[src/rtl/serial_sub_pkg.sv]
// -----------------------------------------------------------------------------
// serial_sub_pkg
//   Shared types and helpers for the bit-serial subtractor.
//   - sub_state_e : controller states (IDLE, RUN, DONE)
//   - cnt_w()     : bit-counter width for a given operand width, never below 1
//   - CNT_W_MIN   : smallest counter width handed out by cnt_w()
// -----------------------------------------------------------------------------
package serial_sub_pkg;

  typedef enum logic [1:0] {
    IDLE = 2'd0,
    RUN  = 2'd1,
    DONE = 2'd2
  } sub_state_e;

  localparam int CNT_W_MIN = 1;

  // Width of a counter that must index bits 0 .. width-1. A one-bit operand
  // still gets a one-bit counter so the vector is never zero width.
  function automatic int cnt_w(input int width);
    int w;
    w = $clog2(width);
    if (w < CNT_W_MIN) begin
      w = CNT_W_MIN;
    end
    return w;
  endfunction

endpackage

[src/rtl/serial_subtractor_fs.sv]
// -----------------------------------------------------------------------------
// sheffer / full_subtractor
//   sheffer         : a single two-input NAND cell (the only primitive used).
//     a, b  in  operands
//     y     out ~(a & b)
//   full_subtractor : one-bit full subtractor built purely from sheffer cells.
//     a     in  minuend bit
//     b     in  subtrahend bit
//     bin   in  borrow in
//     d     out difference bit  a ^ b ^ bin
//     bout  out borrow out      (~a & b) | (~(a ^ b) & bin)
// -----------------------------------------------------------------------------
module sheffer (
  input  logic a,
  input  logic b,
  output logic y
);
  assign y = ~(a & b);
endmodule

module full_subtractor (
  input  logic a,
  input  logic b,
  input  logic bin,
  output logic d,
  output logic bout
);

  logic n1, n2, n3, x;
  logic m1, m2, m3;

  // First XOR stage: x = a ^ b
  sheffer u_n1 (.a(a),  .b(b),  .y(n1));
  sheffer u_n2 (.a(a),  .b(n1), .y(n2));
  sheffer u_n3 (.a(b),  .b(n1), .y(n3));
  sheffer u_x  (.a(n2), .b(n3), .y(x));

  // Second XOR stage: d = x ^ bin
  sheffer u_m1 (.a(x),   .b(bin), .y(m1));
  sheffer u_m2 (.a(x),   .b(m1),  .y(m2));
  sheffer u_m3 (.a(bin), .b(m1),  .y(m3));
  sheffer u_d  (.a(m2),  .b(m3),  .y(d));

  // Borrow reuses the XOR internals: n3 = ~(~a & b) and m3 = ~(~x & bin),
  // so their NAND is exactly (~a & b) | (~x & bin).
  sheffer u_bo (.a(n3), .b(m3), .y(bout));

endmodule

[src/rtl/serial_subtractor.sv]
// -----------------------------------------------------------------------------
// serial_subtractor
//   Bit-serial unsigned subtractor, diff = a - b, LSB first, one bit per clock.
//   A start in IDLE or DONE latches the operands; WIDTH RUN cycles follow, then
//   a one-cycle DONE in which the result becomes visible.
//
//   Parameters
//     WIDTH       operand/result width (>= 1)
//   Ports
//     clk         in   rising-edge clock
//     rst_n       in   asynchronous active-low reset
//     start       in   begin a subtraction (accepted in IDLE or DONE)
//     a, b        in   minuend / subtrahend, sampled when start is accepted
//     busy        out  high while in RUN
//     done        out  one-cycle pulse, diff/borrow_out just updated
//     diff        out  (a - b) mod 2**WIDTH, held until the next completion
//     borrow_out  out  1 iff a < b, held with diff
// -----------------------------------------------------------------------------
module serial_subtractor
  import serial_sub_pkg::*;
#(
  parameter int WIDTH = 4
) (
  input  logic             clk,
  input  logic             rst_n,
  input  logic             start,
  input  logic [WIDTH-1:0] a,
  input  logic [WIDTH-1:0] b,
  output logic             busy,
  output logic             done,
  output logic [WIDTH-1:0] diff,
  output logic             borrow_out
);

  localparam int               CNT_W    = cnt_w(WIDTH);
  localparam logic [CNT_W-1:0] LAST_BIT = CNT_W'(WIDTH - 1);

  sub_state_e       state_q, state_d;
  logic [CNT_W-1:0] cnt_q,   cnt_d;
  logic [WIDTH-1:0] a_sr_q,  a_sr_d;
  logic [WIDTH-1:0] b_sr_q,  b_sr_d;
  logic [WIDTH-1:0] res_q,   res_d;
  logic [WIDTH-1:0] diff_q,  diff_d;
  logic             br_q,    br_d;
  logic             bout_q,  bout_d;
  logic             busy_q,  busy_d;
  logic             done_q,  done_d;

  logic             fs_d;
  logic             fs_bout;
  logic [WIDTH-1:0] res_shift;

  full_subtractor u_fs (
    .a    (a_sr_q[0]),
    .b    (b_sr_q[0]),
    .bin  (br_q),
    .d    (fs_d),
    .bout (fs_bout)
  );

  // New difference bit enters at the MSB; after WIDTH shifts the first bit
  // computed (the LSB) has arrived at position 0. Written this way so that
  // WIDTH=1 needs no special slice.
  always_comb begin
    res_shift            = res_q >> 1;
    res_shift[WIDTH-1]   = fs_d;
  end

  always_comb begin
    state_d = state_q;
    cnt_d   = cnt_q;
    a_sr_d  = a_sr_q;
    b_sr_d  = b_sr_q;
    res_d   = res_q;
    br_d    = br_q;
    diff_d  = diff_q;
    bout_d  = bout_q;

    case (state_q)
      IDLE, DONE: begin
        if (start) begin
          state_d = RUN;
          a_sr_d  = a;
          b_sr_d  = b;
          res_d   = '0;
          br_d    = 1'b0;
          cnt_d   = '0;
        end else begin
          state_d = IDLE;
        end
      end

      RUN: begin
        a_sr_d = a_sr_q >> 1;
        b_sr_d = b_sr_q >> 1;
        res_d  = res_shift;
        br_d   = fs_bout;
        cnt_d  = cnt_q + 1'b1;
        // Publish directly from the final bit so outputs never see a partial
        // result and no extra cycle is spent copying res_q.
        if (cnt_q == LAST_BIT) begin
          state_d = DONE;
          diff_d  = res_shift;
          bout_d  = fs_bout;
        end
      end

      default: begin
        state_d = IDLE;
      end
    endcase

    // Status flags are registered copies of the next state.
    busy_d = (state_d == RUN);
    done_d = (state_d == DONE);
  end

  always_ff @(posedge clk or negedge rst_n) begin
    if (!rst_n) begin
      state_q <= IDLE;
      cnt_q   <= '0;
      a_sr_q  <= '0;
      b_sr_q  <= '0;
      res_q   <= '0;
      br_q    <= 1'b0;
      diff_q  <= '0;
      bout_q  <= 1'b0;
      busy_q  <= 1'b0;
      done_q  <= 1'b0;
    end else begin
      state_q <= state_d;
      cnt_q   <= cnt_d;
      a_sr_q  <= a_sr_d;
      b_sr_q  <= b_sr_d;
      res_q   <= res_d;
      br_q    <= br_d;
      diff_q  <= diff_d;
      bout_q  <= bout_d;
      busy_q  <= busy_d;
      done_q  <= done_d;
    end
  end

  assign busy       = busy_q;
  assign done       = done_q;
  assign diff       = diff_q;
  assign borrow_out = bout_q;

endmodule
[config.mk]
export PLATFORM = sky130hd
export DESIGN_NAME = serial_subtractor
export DESIGN_NICKNAME = d
export VERILOG_FILES = /design/src/rtl/serial_sub_pkg.sv /design/src/rtl/serial_subtractor_fs.sv /design/src/rtl/serial_subtractor.sv
export SDC_FILE = /design/constraint.sdc
export NUM_CORES = 1
export LEC_CHECK = 0
export BUFFER_PORTS_ARGS = -buffer_cell sky130_fd_sc_hd__clkbuf_2
export CAP_MARGIN = 20
export CORE_MARGIN = 3
export CORE_UTILIZATION = 50
export CTS_BUF_LIST = sky130_fd_sc_hd__clkbuf_4
export CTS_CLUSTER_DIAMETER = 150
export DETAILED_ROUTE_END_ITERATION = 8
export PLACE_DENSITY_LB_ADDON = 0.12
export SKIP_LAST_GASP = 1
export SYNTH_ARGS = -nofsm -noshare
export SYNTH_HDL_FRONTEND = slang
export SYNTH_SLANG_ARGS = --single-unit
[constraint.sdc]
create_clock -name clk -period 1.3 [get_ports clk]
set_input_delay 0.065 -clock clk [delete_from_list [all_inputs] [get_ports clk]]
set_output_delay 0.065 -clock clk [all_outputs]
set_load 0.01 [all_outputs]
==> results.ini <==
[critical_path]
reg2reg_slack_ns = -0.18
worstPathMaxFanout = 2
start_kind = register
critical_path_arrival_ns = 1.70
critical_path_class = reg2reg
endpoint_kind = register
r2r-end = res_q[3]$_DFFE_PN0P_
cp_num_buf_inv = 1
rr_worst_depth = 4
required_ns = 1.52
crit_family = adder cells
cp-startpoint = br_q$_DFFE_PN0P_
crit_path_top_delay_cell = fa_1
endpoint = res_q[3]$_DFFE_PN0P_
path_depth = 4
cpPeakStageDelay_ns = 0.50
reg2reg_from = br_q$_DFFE_PN0P_
worstPathCellList = inv_2 > fa_1 > mux2_4 > a22o_1

[clock_network]
cts_buffers = 3
insertion_delay_ns = 0.31
cts-htree-levels = 1
cts_tree = yes
clockRootBuffer = clkbuf_4
cts.path.max_buffers = 2
clkSinkCount = 23
path_clk_slew_ns = 0.13

[placement]
port_buffers = 17
placed_cells = 129
place_congestion = 0.774
post-dp-hpwl_um = 1320
placed_area_sq_mm = 0.00126

[floorplanning]
die_area_sq_mm = 0.00286
start_util = 0.551
ioPinCount = 18
rows = 16
dieWidth_um = 53.5
die_y_um = 53.5
core_area_sq_mm = 0.00204

[sta]
slew_headroom = 0.617
finalHoldViolCount = 0
slew_violations = 0
tightest_slew_ns = 0.575
skew_ns = 0.00641
worst_slack_ns = -0.179
timing.fmax_ghz = 0.676
finalWorstPathRequiredPeriod_ns = 1.48
finalCritPeriodShare = 1.14
rsz0062_at_grt = true
setup-violations-final = 2

[synth]
synth_nets = 95
yosys_register_bits = 23
seq_area_frac_synth = 0.511
syn_area_sq_mm = 0.00113
avgSynthCellArea_sq_um = 13.7
yosysWarnings = 0
synth.distinct_cells = 21
synthCells = 82

[flow_run]
cap_violations = 0

[pwr]
finalPower_w = 0.00306
leakage_nw = 0.687
peakVddDrop_mv = 1.12
powerDensity_mw_per_mm2 = 2310

[final_layout]
final_common_cell = dfrtp_1
layout_common_cells = 22 x dfrtp_1, 21 x mux2i_1, 17 x clkbuf_2, 10 x buf_4, 7 x mux2_2
drive_gt1_frac = 0.431
diodes = 0
finish.utilization = 0.648
final_cell_area_sq_mm = 0.00132
fin_cells = 136
num-fill-cells = 192
nNetsFinal = 123
area_delta_synth_final_pct = 17.4

[grt]
grt_pass1_vias = 697
overflow = 0
grt_use_total = 0.165
grt_max_degree = 24
grt_pass1_wl_um = 3280
grt_antenna_before_repair = 0

[detailed_routing]
wire_per_inst_um = 13.6
dr.first_iter.drc_count = 3
dr.pass1.iters = 4
antenna_left = 0
routed_wl_um = 1850
viasPerCell = 5.32
drcViolationCount = 0
vias = 724

[run_status]
status = complete, but fails checks
violations = setup timing

[worst_hold_path]
min_from = b[2]
hold_path_class = in2reg

==> worst min-delay path by stage <==
stage,slack [ns],cells after the start,endpoint
6_report,0.04,3,b_sr_q[2]$_DFFE_PN0P_
5_1_grt,0.06,3,a_sr_q[0]$_DFFE_PN0P_
4_1_cts,0.03,3,b_sr_q[2]$_DFFE_PN0P_
3_5_place_dp,0.09,1,busy$_DFF_PN0_
3_3_place_gp,0.08,1,b_sr_q[3]$_DFFE_PN0P_
2_1_floorplan,-0.23,0,a_sr_q[0]$_DFFE_PN0P_
==> report_power, final <==
part / switching (W) / internal [W]
Sequential: 0.000225 / 0.00102
Combinational: 0.000593 / 0.000888
Clock: 0.000217 / 0.000115
Total: 0.00103 / 0.00202
==> metrics by stage <==
| stage | setup slack, ns | hold slack [ns] | TNS [ns] |
|---|---|---|---|
| after global routing | -0.232 | 0.0643 | -0.394 |
| after global placement | -0.106 | 0.0833 | -0.106 |
| after detailed placement | -0.156 | 0.0878 | -0.156 |
| final | -0.179 | 0.0356 | -0.295 |
| after CTS | -0.157 | 0.0271 | -0.157 |
| after floorplan | -0.107 | -0.231 | -0.107 |
==> cell usage after synthesis, drive strengths merged <==
library cell | instances | area share
o21ai | 2 | 0.0089
nand2b | 1 | 0.0056
a22o | 5 | 0.039
ha | 1 | 0.011
nand3 | 2 | 0.0089
buf | 5 | 0.038
nand3b | 1 | 0.018
mux2i | 21 | 0.19
mux2 | 10 | 0.11
inv | 5 | 0.017
dfrtp | 23 | 0.51
nor2 | 2 | 0.0089
fa | 1 | 0.018
or2b | 1 | 0.0067
xnor2 | 1 | 0.0078
a32o | 1 | 0.0089
==> layer usage <==
metal | global-route usage | share of wire
met1 | 0.219 | 0.47
met2 | 0.249 | 0.47
met3 | 0.0338 | 0.042
met4 | 0.0894 | 0.017
met5 | 0 | 0
==> worst min-delay path, cell delays in order <==
cell and delay (ns):
clkbuf_2 0.07, mux2i_1 0.05, mux2i_1 0.11
==> area by class of cell <==
type                    instances  area (sq um)  share of cell area
flip-flops and latches         23           577               0.436
multi-input cells              49           495               0.375
repair buffers                 28           170               0.129
well taps                      27          33.8              0.0255
clock buffers                   3          22.5              0.0170
inverters                       5          18.8              0.0142
clock inverters                 1          5.00             0.00378
==> sequential cells by signal, indices dropped and copies added (netlist names) <==
register	cells
br_q	1
done	1
busy	1
cnt_q	2
borrow_out	1
a_sr_q	4
diff	4
state_q	2
b_sr_q	4
res_q	3
==> logic make-up (layout without fill, tap and decap cells) <==
family	after synthesis	count (layout)	synth area share
adder cells (fa/ha/maj)	2	2	0.0289
AND/OR/NAND/NOR	7	7	0.0478
AO/OA/AOI/OAI	8	8	0.0567
XOR/XNOR	1	1	0.00778
flip-flops	23	23	0.511
buffers and inverters	10	37	0.0544
multiplexers	31	31	0.293
==> timing repair <==
action / 4_1_cts / 5_1_grt
buffers inserted: 0 / 2
gates resized for setup: 0 / 4
pin swaps: 1 / 1
endpoints found under the hold margin: 23 / 0
hold buffers: 1 / 0
setup endpoints to repair: 1 / 5
Power figures use the tool's default switching activity.
